### src/rtl/sram_rd_pipe.sv
// Read-data and valid delay line; data only advances alongside a valid so the
// output holds the last read value between reads.
module sram_rd_pipe #(
  parameter int DATA_WIDTH   = 32,
  parameter int READ_LATENCY = 1
) (
  input  logic                  i_clk,
  input  logic                  i_rst,
  input  logic                  i_vld,
  input  logic [DATA_WIDTH-1:0] i_data,
  output logic                  o_vld,
  output logic [DATA_WIDTH-1:0] o_data
);

  logic                  r_vld_p0;
  logic [DATA_WIDTH-1:0] r_data_p0;

  // Stage p0: capture the array word sampled at the request edge
  always_ff @(posedge i_clk) begin
    if (i_rst) begin
      r_vld_p0  <= 1'b0;
      r_data_p0 <= '0;
    end else begin
      r_vld_p0 <= i_vld;
      if (i_vld) r_data_p0 <= i_data;
    end
  end

  if (READ_LATENCY == 2) begin : g_p1
    logic                  r_vld_p1;
    logic [DATA_WIDTH-1:0] r_data_p1;

    // Stage p1: optional second register for the two-cycle latency build
    always_ff @(posedge i_clk) begin
      if (i_rst) begin
        r_vld_p1  <= 1'b0;
        r_data_p1 <= '0;
      end else begin
        r_vld_p1 <= r_vld_p0;
        if (r_vld_p0) r_data_p1 <= r_data_p0;
      end
    end

    assign o_vld  = r_vld_p1;
    assign o_data = r_data_p1;
  end else begin : g_p0
    assign o_vld  = r_vld_p0;
    assign o_data = r_data_p0;
  end

endmodule

### config.mk
export PLATFORM = sky130hd
export DESIGN_NAME = sram_rd_pipe
export DESIGN_NICKNAME = d
export VERILOG_FILES = /design/src/rtl/sram_rd_pipe.sv
export SDC_FILE = /design/constraint.sdc
export NUM_CORES = 1
export LEC_CHECK = 0
export CAP_MARGIN = 5
export CORE_MARGIN = 2
export CORE_UTILIZATION = 34
export CTS_CLUSTER_DIAMETER = 100
export DETAILED_ROUTE_END_ITERATION = 12
export PLACE_DENSITY = 0.75
export SYNTH_ARGS = -nofsm -noshare
export SYNTH_HDL_FRONTEND = slang
export SYNTH_SLANG_ARGS = --single-unit
### constraint.sdc
create_clock -name i_clk -period 0.8 [get_ports i_clk]
set_clock_uncertainty 0.05 [all_clocks]
set_input_delay 0.08 -clock i_clk [delete_from_list [all_inputs] [get_ports i_clk]]
set_output_delay 0.08 -clock i_clk [all_outputs]
set_load 0.02 [all_outputs]
==> run_results.csv, run 1 <==
group,metric,value,unit
run_status,status,"complete, but fails checks",
run_status,failing_checks,"setup timing",
routing,detail_route.iter0.violations,10,
sta,fmax,1060,MHz
floorplan,die_width,63.5,µm
floorplan,design.die.area,4030,µm²
cts,cts_buffer_count,5,
sta,final-hold-violation-count,0,
yosys,number_of_unique_standard_cell_types_used_by_synthesis,9,
global_routing,grt.total_usage,0.155,
yosys,netlist_area,1200,µm²
routing,remaining_antenna_violation_count,0,
setup_path,critical_path.max_stage_delay,360,ps
yosys,mappedNetlistNets,141,
floorplan,pin_count,68,
cts,cts_sinks,33,
yosys,synth.top_cells.by_area,"sky130_fd_sc_hd__dfxtp_1, sky130_fd_sc_hd__mux2i_1, sky130_fd_sc_hd__nor2_1, sky130_fd_sc_hd__buf_12, sky130_fd_sc_hd__buf_2",
setup_path,crit_path_max_fanout,2,
yosys,avgSynthCellArea,11.3,µm²
sta,setup_ws,-145,ps
yosys,yosysSeqAreaShare,0.549,
sta,final-max-slew-violation-count,0,
placement,port-buffer-count,67,
layout,layout_cells_sized_above_1,0.470,
placement,place_congestion,0.699,
cts,clock_tree_from_tritoncts,"built",
power_and_ir_drop,static-leakage-power,0.954,nW
sta,rsz_0062_raised_after_global_routing,"yes",
setup_path,critPathKind,"reg2out",
yosys,synth_largest_type_area_fraction,0.549,
setup_path,req_time_crit_path,670,ps
yosys,synthMostInstantiatedCell,"sky130_fd_sc_hd__dfxtp_1",
layout,finalNetCount,215,
setup_path,critical_path.n_buffers_inverters,1,
setup_path,critical_path_cell_count,1,
cts,clock_insertion_delay_at_the_later_pin_of_the_skew_report,340,ps
setup_path,crit_chain,"buf_6",
cts,cts_root_buffer_type,"sky130_fd_sc_hd__clkbuf_4",
routing,route.detailed.wl_per_inst,12.7,µm
yosys,synth_top_cells_by_count,"sky130_fd_sc_hd__dfxtp_1, sky130_fd_sc_hd__mux2i_1, sky130_fd_sc_hd__nor2_1",
floorplan,start_util,0.358,
layout,area_delta_synth_final,73.3,%
job,max-cap-violations,0,
sta,fin_worst_hold_slack,170,ps
yosys,ys_async_sr_fraction,0,
cts,clk_pin_slew,110,ps
routing,route.vias.total,1008,
power_and_ir_drop,pwr_density_cell,1680,nW/µm²
global_routing,grt_start_max_net_pins,21,
sta,period_share,1.18,
global_routing,initial_antenna_violation_count,0,
floorplan,fp.coreArea,3360,µm²
sta,finalSetupViolations,34,
cts,ctsHtreeMaxLevel,2,
routing,detail_route.wirelength,2890,µm
power_and_ir_drop,report.power.total,3.49,mW
hold_path,timing.hold.worst_path_depth,3,
setup_path,crit_path_top_delay_cell,"sky130_fd_sc_hd__dfxtp_2",
setup_path,startpoint_type,"flop",
layout,num_antenna_cells,0,
setup_path,critPathCaptureType,"output port",
placement,detailedPlacementHpwl,2140,µm
setup_path,timing.critical_path.max_delay_family,"flip-flops",
sta,remaining_max_slew_budget_at_the_tightest_pin,0.872,
floorplan,die_height,63.5,µm
global_routing,global_route_wire_length_before_repair,4750,µm
yosys,synth_cells,106,
routing,detail_route.vias_per_cell,4.44,
yosys,postSynthRegisterBits,33,
setup_path,cp.arrival,820,ps
global_routing,overflow,0,
yosys,synth_area_leader_cell,"sky130_fd_sc_hd__dfxtp_1",
yosys,synthesis.yosys.warnings,0,
yosys,synth-main-ff-cell,"sky130_fd_sc_hd__dfxtp_1",
hold_path,hold_class,"in2reg",
routing,detailedRoute.firstPassIterationCount,2,
global_routing,vias_in_the_first_global_route,1084,
sta,layout_min_cycle_time,945,ps
cts,clockBufferDepth,2,
sta,worst-slew-pin-transition,187,ps
yosys,synth-edff-count,0,
power_and_ir_drop,ir_drop,0.00113,V
setup_path,worst_r2r_path_depth,3,
floorplan,std_cell_rows,21,
routing,post-route-drc-count,0,
[report_power, final]
group          switching, mW  internal [mW]  total, mW  leakage, nW
registers             0.0682           1.76       1.83        0.284
logic                  0.313          0.464      0.777        0.638
clock network          0.554          0.335      0.889       0.0320
total                  0.935           2.56       3.49        0.954
[what timing repair did]
action | 4_1_cts | 5_1_grt
gates resized for setup | 231 | 3
setup endpoints to repair | 33 | 35
buffers inserted | 2 | 1
hold buffers | 0 | 0
gates cloned | 0 | 0
pin swaps | 0 | 1
[registers in the layout, indices dropped and copies added, names as in the netlist]
name	cells
o_data	32
o_vld	1
[logic make-up after synthesis]
group / share of synthesized area
buffers and inverters: 0.0749
DFF: 0.549
muxes: 0.266
and+or+nand+nor: 0.109
[metal layers]
| metal | GRT usage | share of wire |
|---|---|---|
| met1 | 0.146 | 0.35 |
| met2 | 0.275 | 0.53 |
| met3 | 0.0696 | 0.099 |
| met4 | 0.0897 | 0.022 |
| met5 | 0 | 0 |
[final timing paths]
kind	startpoint	end	slack (ps)
max	o_data[4]	o_data[4]	-150
min	i_vld	o_vld	170
max reg2reg	o_data[3]	o_data[3]	-20
min reg2reg	o_data[25]	o_data[25]	450
[cell usage in the layout (no fill, tap or decap)]
cell,count
sky130_fd_sc_hd__buf_2,1
sky130_fd_sc_hd__nor2b_1,1
sky130_fd_sc_hd__dfxtp_2,33
sky130_fd_sc_hd__clkdlybuf4s50_1,33
sky130_fd_sc_hd__nor2_2,2
sky130_fd_sc_hd__buf_4,4
sky130_fd_sc_hd__clkbuf_1,1
sky130_fd_sc_hd__clkinv_2,2
sky130_fd_sc_hd__buf_6,34
sky130_fd_sc_hd__buf_12,3
sky130_fd_sc_hd__mux2i_4,1
sky130_fd_sc_hd__nor2_1,30
sky130_fd_sc_hd__clkbuf_4,5
sky130_fd_sc_hd__mux2i_1,31
[metrics by stage]
stage	setup TNS, ps	setup WS [ps]	instances	utilization	instance area [µm²]
3_5_place_dp	-15330	-273	216	0.568	1910
2_1_floorplan	0	52.1	106	-	1200
5_1_grt	-5690	-193	227	0.619	2080
4_1_cts	-4630	-159	226	0.612	2060
6_report	-3980	-145	227	0.619	2080
3_3_place_gp	-14840	-255	216	0.568	1910
[area by class of cell]
cell class	instances	area (µm²)
fill	303	1280
timing repair buffer	75	808
clock inverter	2	10.0
clock buffer	6	41.3
sequential	33	702
tap	46	57.6
multi-input combinational	65	464
Note: power is estimated with default switching activity, not from simulation.
==> run 2: changes to the inputs <==
--- a/config.mk
+++ b/config.mk
@@ -11,6 +11,7 @@
 export CTS_CLUSTER_DIAMETER = 100
 export DETAILED_ROUTE_END_ITERATION = 12
 export PLACE_DENSITY = 0.75
+export REMOVE_ABC_BUFFERS = 1
 export SYNTH_ARGS = -nofsm -noshare
 export SYNTH_HDL_FRONTEND = slang
 export SYNTH_SLANG_ARGS = --single-unit
==> run 2 against run 1 <==
Sequential share of layout area is 0.79 points lower. Global-route usage is 0.52 points higher. First-iteration DRC count grew to 4.0 times the previous value. Critical endpoint is now o_data[29]. Via count is 1.2% higher. The run still ends with setup timing left. Register-to-register slack worse by 20 ps. Largest cell class unchanged.
==> run_results.csv, run 2 (synthesis results as in run 1) <==
group,metric,value,unit
layout,stdcell_count,231,
sta,accumulated_negative_setup_slack,-3450,ps
sta,fin_worst_hold_slack,186,ps
placement,post-place-ws,-262,ps
global_routing,grt_use_met3,0.0679,
setup_path,crit_path_top_delay_cell,"sky130_fd_sc_hd__dfxtp_2",
run_status,status,"complete, but fails checks",
layout,multi_input_area,459,µm²
routing,detailedRoute.firstPassIterationCount,4,
setup_path,critPathCaptureType,"output port",
power_and_ir_drop,ir_drop,0.00112,V
setup_path,req_time_crit_path,670,ps
power_and_ir_drop,static-leakage-power,0.973,nW
sta,final-hold-violation-count,0,
placement,place.detailed.instances,215,
cts,clockBufferDepth,2,
global_routing,global_route_wire_length_before_repair,5020,µm
layout,post-route-cell-area,2130,µm²
global_routing,layer_carrying_the_most_global_route_usage,"met2",
setup_path,timing.critical_path.max_delay_family,"flip-flops",
layout,finalCoreUtilization,0.634,
placement,place_congestion,0.697,
cts,cts_buffer_count,5,
layout,largest_reg_flops,32,
floorplan,start_util,0.358,
power_and_ir_drop,report.power.total,3.48,mW
cts,clk_pin_slew,90,ps
placement,detailedPlacementHpwl,2120,µm
routing,post-route-drc-count,0,
global_routing,grt_start_max_net_pins,34,
layout,seq_area,702,µm²
sta,finalSetupViolations,36,
sta,layout_min_cycle_time,916,ps
sta,fmax,1090,MHz
setup_path,launch_point_of_the_critical_path,"o_data[29]",
routing,detail_route.vias_per_cell,4.42,
global_routing,grt_use_met1,0.168,
floorplan,design.die.area,4030,µm²
cts,clock_insertion_delay_at_the_later_pin_of_the_skew_report,310,ps
setup_path,crit-reg2reg-launch,"o_data[13]",
cts,clock_tree_from_tritoncts,"built",
floorplan,pin_count,68,
floorplan,std_cell_rows,21,
routing,detail_route.iter0.violations,40,
setup_path,critical_path.n_buffers_inverters,1,
layout,mostFrequentLayoutCell,"sky130_fd_sc_hd__buf_6",
routing,route.vias.total,1020,
cts,cts_hold_buf,0,
cts,cts_root_buffer_type,"sky130_fd_sc_hd__clkbuf_4",
routing,detail_route.wirelength,3000,µm
placement,port-buffer-count,67,
sta,setup_ws,-116,ps
run_status,failing_checks,"setup timing",
hold_path,hold_class,"in2reg",
layout,most-common-layout-cells,"sky130_fd_sc_hd__buf_6, sky130_fd_sc_hd__clkdlybuf4s50_1, sky130_fd_sc_hd__dfxtp_2",
layout,finalNetCount,219,
global_routing,grt.total_usage,0.160,
hold_path,hp-start,"i_vld",
sta,final-max-slew-violation-count,0,
global_routing,vias_in_the_first_global_route,1092,
routing,remaining_antenna_violation_count,0,
job,max-cap-violations,0,
placement,placed_cell_area,1920,µm²
power_and_ir_drop,pwr_density_cell,1630,nW/µm²
cts,ctsHtreeMaxLevel,2,
layout,layout_cells_sized_above_1,0.476,
setup_path,critical_path.max_stage_delay,360,ps
setup_path,crit_path_max_fanout,2,
sta,worst-slew-pin-transition,181,ps
setup_path,crit_chain,"buf_6",
sta,remaining_max_slew_budget_at_the_tightest_pin,0.876,
sta,rsz_0062_raised_after_global_routing,"yes",
setup_path,cp.arrival,790,ps
setup_path,critPathKind,"reg2out",
layout,fill_cells,292,
floorplan,fp.coreArea,3360,µm²
floorplan,die_height,63.5,µm
floorplan,die_width,63.5,µm
sta,period_share,1.14,
layout,area_delta_synth_final,77.4,%
cts,cts_sinks,33,
routing,route.detailed.wl_per_inst,13.0,µm
setup_path,startpoint_type,"flop",
global_routing,overflow,0,
layout,num_antenna_cells,0,
global_routing,initial_antenna_violation_count,0,
global_routing,globalRouteMet2Util,0.287,
==> run 2: timing repair <==
action / CTS / global route
setup buffers: 4 / 4
resized for setup: 231 / 7
endpoints found under the setup margin: 33 / 37
pin swaps: 0 / 5
==> run 2: final timing paths <==
kind                     end  slack [ps]  cells past startpoint
setup / recovery  o_data[29]        -120                      1
hold / removal         o_vld         190                      3
setup reg to reg  o_data[13]         -40                      3
hold reg to reg   o_data[25]         450                      2
==> run 2: where the power goes <==
part,internal [mW],switching [mW]
combinational,0.490,0.326
sequential,1.76,0.0693
clock,0.350,0.485
total,2.60,0.879
==> run 2: metal layers <==
| layer | up-vias | share of wire |
|---|---|---|
| li1 | 502 | - |
| met1 | 462 | 0.37 |
| met2 | 50 | 0.52 |
| met3 | 6 | 0.092 |
| met4 | 0 | 0.021 |
| met5 | - | 0 |
==> run 2: tightest hold or removal path, cell delays in order <==
cell and delay [ps]:
sky130_fd_sc_hd__buf_2 160, sky130_fd_sc_hd__buf_12 160, sky130_fd_sc_hd__nor2b_1 120
==> run 2: layout make-up <==
class | count | share of cell area
clock buffers | 8 | 0.0229
multi-input cells | 65 | 0.215
well taps | 46 | 0.0270
flip-flops and latches | 33 | 0.329
repair buffers | 79 | 0.406
